==> config.mk <==
export PLATFORM = sky130hd
export DESIGN_NAME = sync_fifo_prog_flat
export DESIGN_NICKNAME = d
export VERILOG_FILES = /design/src/rtl/fifo_pkg.sv /design/src/rtl/sync_fifo_prog_if.sv /design/src/rtl/fifo_mem.sv /design/src/rtl/sync_fifo_prog.sv /design/src/flat_wrapper.sv
export SDC_FILE = /design/constraint.sdc
export NUM_CORES = 1
export LEC_CHECK = 0
export ABC_AREA = 1
export BUFFER_PORTS_ARGS = -buffer_cell sky130_fd_sc_hd__buf_4
export CAP_MARGIN = 25
export CORE_MARGIN = 3
export CORE_UTILIZATION = 50
export DETAILED_ROUTE_END_ITERATION = 10
export GPL_ROUTABILITY_DRIVEN = 0
export MAX_ROUTING_LAYER = met4
export PLACE_DENSITY = 0.68
export SLEW_MARGIN = 20
export SYNTH_ARGS = -nofsm -noshare
export SYNTH_HDL_FRONTEND = slang
export SYNTH_SLANG_ARGS = --single-unit
==> constraint.sdc <==
create_clock -name clk -period 4.4 [get_ports clk]
set_input_delay 0 -clock clk [delete_from_list [all_inputs] [get_ports clk]]
set_output_delay 0 -clock clk [all_outputs]
set_load 0.005 [all_outputs]
==> src/rtl/fifo_pkg.sv <==
// Shared types and helpers for sync_fifo_prog: count-width helper and the
// bundled status-flag struct (also used by bench monitors).
package fifo_pkg;

    // Occupancy must reach DEPTH itself, hence one bit more than the pointers.
    function automatic int cnt_width(input int depth);
        return $clog2(depth) + 1;
    endfunction

    typedef struct packed {
        logic wfull;
        logic rempty;
        logic half_full;
        logic half_rempty;
        logic almost_full;
        logic almost_empty;
    } fifo_flags_t;

endpackage

==> src/rtl/sync_fifo_prog_if.sv <==
// Producer/consumer bus for sync_fifo_prog: push/pop handshake, thresholds,
// occupancy and status flags. master = FIFO user, slave = the FIFO.
interface sync_fifo_prog_if #(
    parameter int DATA_WIDTH = 8,
    parameter int DEPTH      = 16
);
    import fifo_pkg::*;
    localparam int CW = cnt_width(DEPTH);

    logic                  write_enable;
    logic [DATA_WIDTH-1:0] data_write;
    logic                  read_enable;
    logic [DATA_WIDTH-1:0] data_read;
    logic [CW-1:0]         af_thresh;
    logic [CW-1:0]         ae_thresh;
    logic [CW-1:0]         count;
    logic                  wfull;
    logic                  rempty;
    logic                  half_full;
    logic                  half_rempty;
    logic                  almost_full;
    logic                  almost_empty;
    logic                  overflow;
    logic                  underflow;

    modport master (
        output write_enable, data_write, read_enable, af_thresh, ae_thresh,
        input  data_read, count, wfull, rempty, half_full, half_rempty,
               almost_full, almost_empty, overflow, underflow
    );

    modport slave (
        input  write_enable, data_write, read_enable, af_thresh, ae_thresh,
        output data_read, count, wfull, rempty, half_full, half_rempty,
               almost_full, almost_empty, overflow, underflow
    );
endinterface

==> src/rtl/fifo_mem.sv <==
// DEPTH x DATA_WIDTH register array: one synchronous write port, one
// asynchronous read port. Contents are intentionally never reset.
module fifo_mem #(
    parameter int DATA_WIDTH = 8,
    parameter int DEPTH      = 16
) (
    input  logic                       i_clk,
    input  logic                       i_we,
    input  logic [$clog2(DEPTH)-1:0]   i_waddr,
    input  logic [DATA_WIDTH-1:0]      i_wdata,
    input  logic [$clog2(DEPTH)-1:0]   i_raddr,
    output logic [DATA_WIDTH-1:0]      o_rdata
);
    logic [DATA_WIDTH-1:0] r_mem [DEPTH];

    always_ff @(posedge i_clk) begin
        if (i_we) r_mem[i_waddr] <= i_wdata;
    end

    assign o_rdata = r_mem[i_raddr];
endmodule

==> src/rtl/sync_fifo_prog.sv <==
// Single-clock FIFO with occupancy count, programmable almost flags and sticky
// overflow/underflow. Define SYNC_FIFO_FWFT_EN for first-word-fall-through reads.
module sync_fifo_prog
    import fifo_pkg::*;
#(
    parameter int DATA_WIDTH = 8,
    parameter int DEPTH      = 16
) (
    input logic             clk,
    input logic             rst_n,
    sync_fifo_prog_if.slave bus
);
    localparam int ADDR_WIDTH = $clog2(DEPTH);
    localparam int CW         = cnt_width(DEPTH);
    localparam logic [CW-1:0] FULL_CNT = CW'(DEPTH);
    localparam logic [CW-1:0] HALF_CNT = CW'(DEPTH / 2);

    logic [ADDR_WIDTH-1:0] r_wr_ptr;
    logic [ADDR_WIDTH-1:0] r_rd_ptr;
    logic [CW-1:0]         r_count;
    logic                  r_overflow;
    logic                  r_underflow;
    logic                  w_rd_acc;
    logic                  w_wr_acc;
    logic [DATA_WIDTH-1:0] w_head;
    fifo_flags_t           w_flags;

    // A pop frees the slot in the same edge, so a full FIFO still takes a push.
    assign w_rd_acc = bus.read_enable & (r_count != '0);
    assign w_wr_acc = bus.write_enable & ((r_count != FULL_CNT) | w_rd_acc);

    fifo_mem #(
        .DATA_WIDTH(DATA_WIDTH),
        .DEPTH     (DEPTH)
    ) u_mem (
        .i_clk  (clk),
        .i_we   (w_wr_acc),
        .i_waddr(r_wr_ptr),
        .i_wdata(bus.data_write),
        .i_raddr(r_rd_ptr),
        .o_rdata(w_head)
    );

    always_ff @(posedge clk) begin
        if (!rst_n) begin
            r_wr_ptr    <= '0;
            r_rd_ptr    <= '0;
            r_count     <= '0;
            r_overflow  <= 1'b0;
            r_underflow <= 1'b0;
        end else begin
            if (w_wr_acc) r_wr_ptr <= r_wr_ptr + ADDR_WIDTH'(1);
            if (w_rd_acc) r_rd_ptr <= r_rd_ptr + ADDR_WIDTH'(1);
            case ({w_wr_acc, w_rd_acc})
                2'b10:   r_count <= r_count + CW'(1);
                2'b01:   r_count <= r_count - CW'(1);
                default: r_count <= r_count;
            endcase
            if (bus.write_enable & ~w_wr_acc)          r_overflow  <= 1'b1;
            if (bus.read_enable & (r_count == '0))     r_underflow <= 1'b1;
        end
    end

`ifdef SYNC_FIFO_FWFT_EN
    assign bus.data_read = (r_count != '0) ? w_head : '0;
`else
    logic [DATA_WIDTH-1:0] r_data_read;

    always_ff @(posedge clk) begin
        if (!rst_n)        r_data_read <= '0;
        else if (w_rd_acc) r_data_read <= w_head;
    end

    assign bus.data_read = r_data_read;
`endif

    always_comb begin
        w_flags              = '0;
        w_flags.wfull        = (r_count == FULL_CNT);
        w_flags.rempty       = (r_count == '0);
        w_flags.half_full    = (r_count >= HALF_CNT);
        w_flags.half_rempty  = (r_count <  HALF_CNT);
        w_flags.almost_full  = (r_count >= bus.af_thresh);
        w_flags.almost_empty = (r_count <= bus.ae_thresh);
    end

    assign bus.count        = r_count;
    assign bus.wfull        = w_flags.wfull;
    assign bus.rempty       = w_flags.rempty;
    assign bus.half_full    = w_flags.half_full;
    assign bus.half_rempty  = w_flags.half_rempty;
    assign bus.almost_full  = w_flags.almost_full;
    assign bus.almost_empty = w_flags.almost_empty;
    assign bus.overflow     = r_overflow;
    assign bus.underflow    = r_underflow;
endmodule

==> src/flat_wrapper.sv <==
// flat-port wrapper written by rule: the top's interface ports become plain ports
module sync_fifo_prog_flat import fifo_pkg::*;
#(
    parameter int DATA_WIDTH = 8,
    parameter int DEPTH      = 16
)
  (clk, rst_n, bus_write_enable, bus_data_write, bus_read_enable, bus_af_thresh, bus_ae_thresh, bus_data_read, bus_count, bus_wfull, bus_rempty, bus_half_full, bus_half_rempty, bus_almost_full, bus_almost_empty, bus_overflow, bus_underflow);
  sync_fifo_prog_if #(.DATA_WIDTH(DATA_WIDTH), .DEPTH(DEPTH)) bus_i ();
  input logic clk;
  input logic rst_n;
  input wire logic [$bits(bus_i.write_enable)-1:0] bus_write_enable;
  input wire logic [$bits(bus_i.data_write)-1:0] bus_data_write;
  input wire logic [$bits(bus_i.read_enable)-1:0] bus_read_enable;
  input wire logic [$bits(bus_i.af_thresh)-1:0] bus_af_thresh;
  input wire logic [$bits(bus_i.ae_thresh)-1:0] bus_ae_thresh;
  output wire logic [$bits(bus_i.data_read)-1:0] bus_data_read;
  output wire logic [$bits(bus_i.count)-1:0] bus_count;
  output wire logic [$bits(bus_i.wfull)-1:0] bus_wfull;
  output wire logic [$bits(bus_i.rempty)-1:0] bus_rempty;
  output wire logic [$bits(bus_i.half_full)-1:0] bus_half_full;
  output wire logic [$bits(bus_i.half_rempty)-1:0] bus_half_rempty;
  output wire logic [$bits(bus_i.almost_full)-1:0] bus_almost_full;
  output wire logic [$bits(bus_i.almost_empty)-1:0] bus_almost_empty;
  output wire logic [$bits(bus_i.overflow)-1:0] bus_overflow;
  output wire logic [$bits(bus_i.underflow)-1:0] bus_underflow;
  assign bus_i.write_enable = bus_write_enable;
  assign bus_i.data_write = bus_data_write;
  assign bus_i.read_enable = bus_read_enable;
  assign bus_i.af_thresh = bus_af_thresh;
  assign bus_i.ae_thresh = bus_ae_thresh;
  assign bus_data_read = bus_i.data_read;
  assign bus_count = bus_i.count;
  assign bus_wfull = bus_i.wfull;
  assign bus_rempty = bus_i.rempty;
  assign bus_half_full = bus_i.half_full;
  assign bus_half_rempty = bus_i.half_rempty;
  assign bus_almost_full = bus_i.almost_full;
  assign bus_almost_empty = bus_i.almost_empty;
  assign bus_overflow = bus_i.overflow;
  assign bus_underflow = bus_i.underflow;
  sync_fifo_prog #(.DATA_WIDTH(DATA_WIDTH), .DEPTH(DEPTH)) u_core (.clk(clk), .rst_n(rst_n), .bus(bus_i));
endmodule
==> run metrics, run 1 <==
number of fill cells=roughly 1100; Reg2Reg Depth=15; critical path class=register to register; relative slew slack=42.99%; Die Span X=around 120 um; Peak VDD IR=0.4079 mV; cell with the largest stage delay on the worst path=dfxtp_1; CTS tree=built; Sw Pwr=1.262 mW; Initial Util=51.73%; # clock sinks=approximately 150; CTS Root Cell=clkbuf_16; RSZ-0062 raised after global routing=no; fin nets=792; initial antenna violation count=0; full die area=15310 sq um; share of cells above drive strength 1=12.70%; hold path endpoint=u_core.r_rd_ptr[0]; Yosys cell types=30; crit path DAT=roughly 2.8 ns; wire length of the first global-routing pass=24.29 mm; worst path bufs/invs=3; total CTS buffers=17; R2R Path End=u_core.bus.count[4]; worst slack at placement=1.988 ns; static leakage=3.513 nW; Setup crit end kind=register; fin crit share=55.34%; Seq/Total Area, Yosys=62.09%; Post-Syn Area=around 6900 sq um; setup TNS=0 ns; Final Setup Violations=0; CP Cell Sequence=inv_1, nand3_4, nand2_4, inv_2, nand2_1, inv_1, ha_1, nand2_1, nand2_1, a21oi_1, nand2_1, nand2_1, nand3_1, nand2_1, nor2_1; leading area contributor after synthesis=edfxtp_1; FF+latch count, synth=between 150 and 200; Skew-Pair Late Insertion Delay=about 0.43 ns; worst slew pin tran=roughly 0.85 ns; num rows=between 40 and 50; area grow syn2layout=16.34%; Fin Clk Skew=~0.0095 ns; post-CTS sizing=0; # DRC=0; share of the synthesized area in the top cell type=between 50% and 60%; first-iteration detailed-routing DRC count=530; Switching Share=29.72%; P_int=approximately 3.0 mW; Worst setup SP type=register; 1st-pass router iterations=5; hold violation count in the final report=0; drt via density=5.147; Synth area leaders=edfxtp_1 55%, nand2_1 10%, dfxtp_1 6.6%, nand3_1 6.4%, inv_1 5.4%; Mapped Cells=704; hold depth=4; Worst path most repeated cell=nand2_1; Pwr per Cell Area=526.6 nW/um^2; setup bufs post-CTS=0; # port buffers=42; grt total ovfl=0; Routed WL=15.36 mm; Synth Net Count=745; Clk pwr share=a little over a third; Total Routing Usage GR=approximately 22%; Tmin final=about 2.4 ns; HP Start=rst_n; drt wl/cell=16.34 um; Sequential Power Share=40.1%; fmax=~400 MHz; PnR worst setup slack=1.965 ns; Synthesis Warnings=0; Final Max Slew Viols=0; Hold Path Class=primary input to register; Clock Path Buffers=2; power share of the combinational group=24.3%; FF-to-FF Start=u_core.bus.count[2]; largest net degree at the start of global routing=67; CP Max Fanout=20; reg2reg setup slack=1.97 ns; Die Y-Extent=~120 um; # diodes=0; Largest stage delay, worst path=about 0.48 ns; vias in the first global route=4781; clk slew on worst S/H paths=approximately 0.060 ns; CP top delay family=simple AND/OR/NAND/NOR gates; vias=around 4800; Avg Cell Area, Syn=9.846 sq um; status=completed; # IOs=between 40 and 50; antenna viol nets, final=0; H-Tree Depth=4; Worst Path Required=4.72 ns; Detail Placement HPWL=10.04 mm; max-cap violations=0; core area=13400 sq um
through the flow:
stage	hold WS, ns	total power [mW]	cells	util [%]	area [sq um]
after CTS	0.4171	4.269	940	60.18	8064
final	0.4335	4.246	940	60.18	8064
after floorplan	0.09887	2.430	704	-	6932
after detailed placement	0.3070	2.758	896	54.69	7328
after global placement	0.2961	2.719	895	54.48	7301
after global routing	0.4457	4.469	940	60.18	8064
metal layers:
layer	track usage, %	vias to the layer above	share of wire [%]
met1	27.78	2307	42
li1	-	2372	-
met4	9.481	0	3.1
met2	35.62	117	50
met3	5.041	42	5.0
met5	-	-	0
final cells by class:
type	count	area [sq um]	share of cell area, %
Clock buffer	23	467.9	5.803
Clock inverter	9	147.6	1.831
Inverter	106	397.9	4.934
Multi-Input combinational cell	418	2047	25.38
Sequential cell	151	4305	53.39
Tap cell	176	220.2	2.731
Timing Repair Buffer	57	478.0	5.927
tightest hold or removal path: stages:
cell and delay, ns:
dlygate4sd3_1 0.54, buf_4 0.19, o21ai_2 0.06, nor2_1 0.04
synth_stat cells:
library cell	instances
a21o_1	1
a21oi_1	10
a21oi_2	1
a31oi_1	1
buf_12	1
buf_2	13
buf_4	7
buf_6	2
clkbuf_1	6
clkinv_1	2
dfxtp_1	23
edfxtp_1	128
fa_1	1
ha_1	18
inv_1	99
inv_2	5
nand2_1	193
nand2_2	1
nand2_4	2
nand3_1	89
nand3_2	9
nand3_4	1
nor2_1	64
nor2_4	2
o21ai_0	16
o21ai_2	1
o21ai_4	1
o21bai_1	3
o22ai_1	1
xor2_1	3
timing repair:
item / in CTS / in global routing
setup endpoints to repair: 0 / 0
hold buffers: 12 / 0
endpoints found under the hold margin: 141 / 0
state kept, by name (all words and copies together), names as in the netlist:
register and flops:
u_core.r_rd_ptr 4, u_core.bus.count 5, u_core.r_wr_ptr 4, u_core.bus.underflow 1, u_core.u_mem.r_mem 128, u_core.bus.data_read 8, u_core.bus.overflow 1
worst max-delay path by stage:
| stage | from | endpoint | slack [ns] | cells past startpoint |
|---|---|---|---|---|
| 2_1_floorplan | u_core.bus.count[4] | u_core.bus.count[4] | 2.45 | 15 |
| 3_3_place_gp | u_core.bus.count[1] | u_core.bus.count[4] | 2.07 | 15 |
| 3_5_place_dp | u_core.bus.count[2] | u_core.bus.count[4] | 1.99 | 15 |
| 4_1_cts | u_core.bus.count[2] | u_core.bus.count[4] | 1.98 | 15 |
| 5_1_grt | u_core.bus.count[2] | u_core.bus.count[4] | 1.70 | 15 |
| 6_report | u_core.bus.count[2] | u_core.bus.count[4] | 1.97 | 15 |
cells by family (layout without fill, tap and decap cells):
| logic type | Yosys count | count (layout) | share of synthesized area, % |
|---|---|---|---|
| and+or+nand+nor | 361 | 361 | 22.64 |
| DFF | 151 | 151 | 62.09 |
| buffers and inverters | 135 | 195 | 8.375 |
| AOI/OAI and AO/OA | 35 | 35 | 2.979 |
| adders and majority gates | 19 | 19 | 3.538 |
| xor gates and xnor gates | 3 | 3 | 0.3791 |
power by group through the flow:
stage	combinational (mW)	sequential, mW	clock (mW)
3_5_place_dp	1.03	1.73	0
5_1_grt	1.17	1.71	1.58
6_report	1.03	1.70	1.51
4_1_cts	1.04	1.70	1.52
3_3_place_gp	0.993	1.73	0
2_1_floorplan	0.715	1.71	0
cells in the final DEF (no fill, tap or decap), types with 12 or more instances in the layout:
cell / Yosys / final
nand2_1: 193 / 193
edfxtp_1: 128 / 128
inv_1: 99 / 99
nand3_1: 89 / 89
nor2_1: 64 / 64
buf_4: 7 / 44
dfxtp_1: 23 / 22
ha_1: 18 / 18
clkbuf_16: 0 / 17
o21ai_0: 16 / 16
dlygate4sd3_1: 0 / 12
Power figures use the tool's default switching activity.
==> inputs of run 2 (changes only) <==
- clock period: 4.4 -> 2.27 ns (I/O delays scaled with it)
==> run 2 against run 1 <==
Effect of this change: clock skew shrank 0.00095 ns; die area is the same; global-route usage decreased by 0.51 points; sequential cell count did not move; routed wire length decreased by 2.4%; largest cell class unchanged.
==> run metrics, run 2 (synthesized netlist as in run 1, its figures left out) <==
status=completed; Final Max Slew Viols=0 (unchanged); wire length of the first global-routing pass=23.83 mm (-1.9%); R2R Path End=u_core.u_mem.r_mem[14][0]; CTS tree=built; num rows=42 (unchanged); Initial Util=51.73% (unchanged); Clk pwr share=38.4% (+2.8 points); H-Tree Depth=4 (unchanged); Placed Cells=902 (+0.67%); fin area=8207 sq um (+1.8%); DP Area=7366 sq um (+0.51%); Worst path most repeated cell=nor2_1; grt total ovfl=0 (unchanged); max-cap violations=0 (unchanged); Total Routing Usage GR=21.88% (-0.51 points); initial antenna violation count=0 (unchanged); fmax=487.1 MHz (+19%); Tmin final=2.053 ns (-0.3819 ns); total chip power=8.675 mW (+100%); P_int=6.199 mW (+110%); worst slew pin tran=0.7322 ns (-0.1198 ns); clk slew on worst S/H paths=0.06 ns (about the same); Largest stage delay, worst path=0.60 ns (+0.12 ns); Sw Pwr=2.476 mW (+96%); cell with the largest stage delay on the worst path=nor2_1; antenna viol nets, final=0 (unchanged); Setup crit end kind=register; RSZ-0062 raised after global routing=no; Peak VDD IR=0.7832 mV (+92%); Pwr per Cell Area=1057 nW/um^2 (+100%); fin nets=799 (+0.88%); critical path class=register to register; core area=13400 sq um (unchanged); hold violation count in the final report=0 (unchanged); setup TNS=0 ns (unchanged); DR top layer=met4; Die Y-Extent=123.7 um (unchanged); commonest non-fill, non-tap cells in the layout=193 x nand2_1, 128 x edfxtp_1, 99 x inv_1, 89 x nand3_1, 64 x nor2_1; Skew-Pair Late Insertion Delay=0.43 ns (about the same); relative slew slack=51.00% (+8.0 points); Worst Setup EP=u_core.u_mem.r_mem[14][0]; CP Cell Sequence=nor2_1, nand3_2, o21ai_4, inv_2, nand2_1, nor2_1; first-iteration detailed-routing DRC count=441 (-17%); Hold WS=0.4442 ns (+0.01064 ns); # clock sinks=151 (unchanged); vias=4735 (-2.1%); worst path bufs/invs=1 (-2); full die area=15310 sq um (unchanged); worst slack at placement=0.1602 ns (-1.828 ns); area grow syn2layout=18.39%; Met3 Wirelength=631 um (-17%); FF-to-FF Start=u_core.bus.count[2]; largest net degree at the start of global routing=67 (unchanged); Final Setup Violations=0 (unchanged); Die Span X=123.7 um (unchanged); static leakage=3.583 nW (+2.0%); vias in the first global route=4597 (-3.8%); M1 WL=6.929 mm (+6.9%); Routed WL=14.99 mm (-2.4%); fin crit share=90.44% (+35 points); crit path DAT=2.11 ns (-0.64 ns); Detail Placement HPWL=9.733 mm (-3.0%); CTS Root Cell=clkbuf_16; total CTS buffers=17 (unchanged); number of flip-flops in the largest register=128 (unchanged); Reg with most FFs=u_core.u_mem.r_mem; drt via density=5.000 (-2.9%); Core Util, Final=61.24% (+1.1 points); WP depth=6 (-9); reg2reg setup slack=0.22 ns (-1.75 ns); drt wl/cell=15.83 um (-3.1%); CP Max Fanout=8 (-60%); worst setup path start=u_core.bus.count[2]; # diodes=0 (unchanged); Fin Clk Skew=0.008588 ns (-0.0009537 ns); PnR worst setup slack=0.2170 ns (-1.748 ns); # IOs=43 (unchanged); met2 WL=7.123 mm (-6.7%); # DRC=0 (unchanged); Worst setup SP type=register; share of cells above drive strength 1=13.75% (+1.1 points); Sequential Power Share=37.5% (-2.6 points); Reg2Reg Depth=6 (-9); CP top delay family=simple AND/OR/NAND/NOR gates; final std cells w/o fill=947 (+0.74%); most common cell after layout, fill and taps aside=nand2_1; power share of the combinational group=24.1% (-0.2 points); 1st-pass router iterations=5 (unchanged); Switching Share=28.54% (-1.2 points); # port buffers=42 (unchanged); Clock Path Buffers=2 (unchanged); Hold Path Class=primary input to register; Worst Path Required=2.33 ns (-2.39 ns)
[run 2: cell count changes in the layout (fill, tap and decap cells not counted), moves of 2 or more]
cell,delta
buf_4,+6
clkinv_1,+3
clkinv_2,-3
bufinv_16,+4
clkbuf_1,-4
clkbuf_8,-2
[run 2: what timing repair did]
item	4_1_cts	5_1_grt
buffers inserted	0	0
hold endpoints to repair	141	0
resized for setup	0	2
hold buffers	13	0
setup endpoints to repair	0	1
[run 2: how the worst min path moves through the flow]
stage / from / to / slack [ns] / cells past startpoint
2_1_floorplan: bus_data_write[0] / u_core.u_mem.r_mem[0][0] / 0.1 / 0
3_3_place_gp: rst_n / u_core.r_rd_ptr[0] / 0.29 / 3
3_5_place_dp: rst_n / u_core.r_rd_ptr[0] / 0.30 / 3
4_1_cts: bus_read_enable / u_core.bus.underflow / 0.41 / 4
5_1_grt: rst_n / u_core.bus.count[4] / 0.45 / 4
6_report: rst_n / u_core.bus.count[4] / 0.44 / 4
[run 2: worst min-delay path, delay by kind of cell]
kind | cells | cell delay [ns]
buffers and inverters | 2 | 0.72
and+or+nand+nor | 2 | 0.10
[run 2: power by group through the flow]
stage | Combinational [mW] | Sequential (mW) | Clock [mW]
floorplan | 1.39 | 3.32 | 0
global placement | 2.02 | 3.30 | 0
detailed placement | 2.05 | 3.31 | 0
CTS | 2.10 | 3.25 | 3.37
global route | 2.36 | 3.27 | 3.48
finish | 2.09 | 3.25 | 3.33
[run 2: per-layer routing]
| layer | up-vias | track usage [%] |
|---|---|---|
| li1 | 2392 | - |
| met1 | 2208 | 28.28 |
| met2 | 111 | 33.52 |
| met3 | 24 | 5.858 |
| met4 | 0 | 7.889 |
| met5 | - | - |
[run 2: area by class of cell]
cell class	instances	area, sq um
fillers	1104	5194
clock buffers	17	425.4
flip-flops and latches	151	4307
inverters	106	397.9
clock inverters	15	280.3
multi-input cells	418	2051
well taps	176	220.2
repair buffers	64	525.5
==> inputs of run 3 (changes only) <==
- clock period: 2.27 -> 2.4 ns (I/O delays scaled with it)
==> run 3 against run 2 <==
Effect of this change: clock power fell by 23%; die area did not move; worst setup slack improved by 0.047 ns; critical path type unchanged; power fell by 12%; sequential cell count did not move; first-iteration DRC count rose by 16%; final cell count rose by 1.2%; maximum frequency fell by 3.9%; clock skew fell by 0.0020 ns; non-clock buffer count rose by 11; highest routed layer unchanged; count of clock-buffer cells in the layout rose by 2.
==> run metrics, run 3 (synthesized netlist as in run 1, its figures left out) <==
fmax=468.2 MHz (-3.9%); met1 usage=28.63% (+0.34 points); 1st-pass router iterations=6 (+1); Reg2Reg Depth=15 (+9); Initial Util=51.73% (unchanged); wire length of the first global-routing pass=24.51 mm (+2.9%); first-iteration detailed-routing DRC count=511 (+16%); vias=4978 (+5.1%); Die Span X=123.7 um (unchanged); PnR worst setup slack=0.2643 ns (+0.04735 ns); total CTS buffers=17 (unchanged); Worst Path Required=2.72 ns (+0.39 ns); critical path class=register to register; worst slew pin tran=0.7245 ns (-0.007710 ns); H-Tree Depth=4 (unchanged); global-route track usage on met2=34.03% (+0.51 points); Die Y-Extent=123.7 um (unchanged); full die area=15310 sq um (unchanged); CTS Root Cell=clkbuf_16; number of fill cells=1108 (+0.36%); post-CTS sizing=0 (unchanged); R2R Path End=u_core.bus.count[4]; worst slack at placement=0.2793 ns (+0.1191 ns); global route hottest layer=met2; area grow syn2layout=17.51%; Hold WS=0.4261 ns (-0.01809 ns); num rows=42 (unchanged); # clock sinks=151 (unchanged); clk slew on worst S/H paths=0.06 ns (about the same); hold buffers post-CTS=12 (-1); FF-to-FF Start=u_core.bus.count[1]; M3 GR Usage=6.585% (+0.73 points); crit path DAT=2.46 ns (+0.35 ns); Final Setup Violations=0 (unchanged); drt wl/cell=16.51 um (+4.3%); fin area=8145 sq um (-0.75%); share of cells above drive strength 1=14.58% (+0.83 points); drt via density=5.196 (+3.9%); CTS tree=built; reg2reg setup slack=0.26 ns (+0.05 ns); fin crit share=88.99% (-1.5 points); Reg with most FFs=u_core.u_mem.r_mem; grt total ovfl=0 (unchanged); hold violation count in the final report=0 (unchanged); CP Max Fanout=7 (-1); Worst Setup EP=u_core.bus.count[4]; Routed WL=15.82 mm (+5.5%); fin nets=810 (+1.4%); relative slew slack=51.52% (+0.52 points); # diodes=0 (unchanged); # IOs=43 (unchanged); Detail Placement HPWL=10.27 mm (+5.5%); static leakage=3.595 nW (+0.34%); Fin Clk Skew=0.006555 ns (-0.002033 ns); commonest non-fill, non-tap cells in the layout=193 x nand2_1, 128 x edfxtp_1, 99 x inv_1, 89 x nand3_1, 64 x nor2_1; Final Max Slew Viols=0 (unchanged); # DRC=0 (unchanged); core area=13400 sq um (unchanged); vias in the first global route=4680 (+1.8%); most common cell after layout, fill and taps aside=nand2_1; max-cap violations=0 (unchanged); Peak VDD IR=0.6145 mV (-22%); status=completed; number of flip-flops in the largest register=128 (unchanged); RSZ-0062 raised after global routing=no; Clock Path Buffers=2 (unchanged); Skew-Pair Late Insertion Delay=0.43 ns (about the same); # port buffers=42 (unchanged); worst setup path start=u_core.bus.count[1]; initial antenna violation count=0 (unchanged); Hold Path Class=primary input to register; setup bufs post-CTS=0 (unchanged); antenna viol nets, final=0 (unchanged); DP Area=7456 sq um (+1.2%); Total Routing Usage GR=22.48% (+0.60 points); largest net degree at the start of global routing=49 (-27%); setup TNS=0 ns (unchanged); Tmin final=2.136 ns (+0.08265 ns); Pwr per Cell Area=940.7 nW/um^2 (-11%); Worst setup SP type=register; Setup crit end kind=register
## run 3: cell count changes in the layout (fill, tap and decap cells not counted), moves of 2 or more
| cell | change |
|---|---|
| bufinv_16 | -5 |
| clkbuf_1 | +2 |
| clkinv_2 | +6 |
| buf_4 | +12 |
| clkinvlp_4 | -2 |
## run 3: where the power goes
part / switching (mW) / internal (mW) / total (mW)
clock network: 0.979 / 1.61 / 2.58
registers: 0.119 / 2.98 / 3.10
logic: 1.24 / 0.732 / 1.98
## run 3: cell type report
class / count / area, sq um / share of cell area (%)
well taps: 176 / 220.2 / 2.704
inverters: 106 / 397.9 / 4.885
clock buffers: 19 / 432.9 / 5.315
multi-input cells: 418 / 2047 / 25.13
clock inverters: 13 / 136.4 / 1.674
flip-flops and latches: 151 / 4305 / 52.86
repair buffers: 75 / 605.6 / 7.435
## run 3: worst min-delay path by stage
stage                                 start                        to  slack, ns  cells after the start
after global routing        bus_read_enable      u_core.bus.underflow       0.46                      4
final                       bus_read_enable      u_core.bus.underflow       0.43                      4
after detailed placement              rst_n        u_core.r_rd_ptr[0]       0.30                      3
after floorplan           bus_data_write[0]  u_core.u_mem.r_mem[0][0]        0.1                      0
after CTS                   bus_read_enable      u_core.bus.underflow       0.41                      4
after global placement                rst_n        u_core.r_rd_ptr[0]       0.29                      3
## run 3: worst max-delay path, stage by stage (launching register included)
cell and delay, ns:
dfxtp_1 0.41, nor2_4 0.18, nand3_4 0.10, nand2_4 0.10
inv_2 0.04, nand2_1 0.07, inv_1 0.09, fa_1 0.40
nand2_1 0.08, nand2_1 0.05, a21oi_1 0.17, nand2_1 0.07
nand2_1 0.08, nand3_1 0.07, nand2_1 0.06, nor2_1 0.04
## run 3: per-layer routing
layer	wire length [um]	part of all wire, %	vias to the layer above
met5	0	0	-
met4	392	2.5	0
met3	928	5.9	31
met2	7678	49	154
met1	6820	43	2377
li1	-	-	2416
## run 3: metrics by stage
step	total power, mW	util, %	cells
after floorplan	4.454	-	704
after global placement	5.039	55.64	914
after detailed placement	5.092	55.64	914
after CTS	7.691	60.78	958
after global routing	8.057	60.78	958
final	7.663	60.78	958
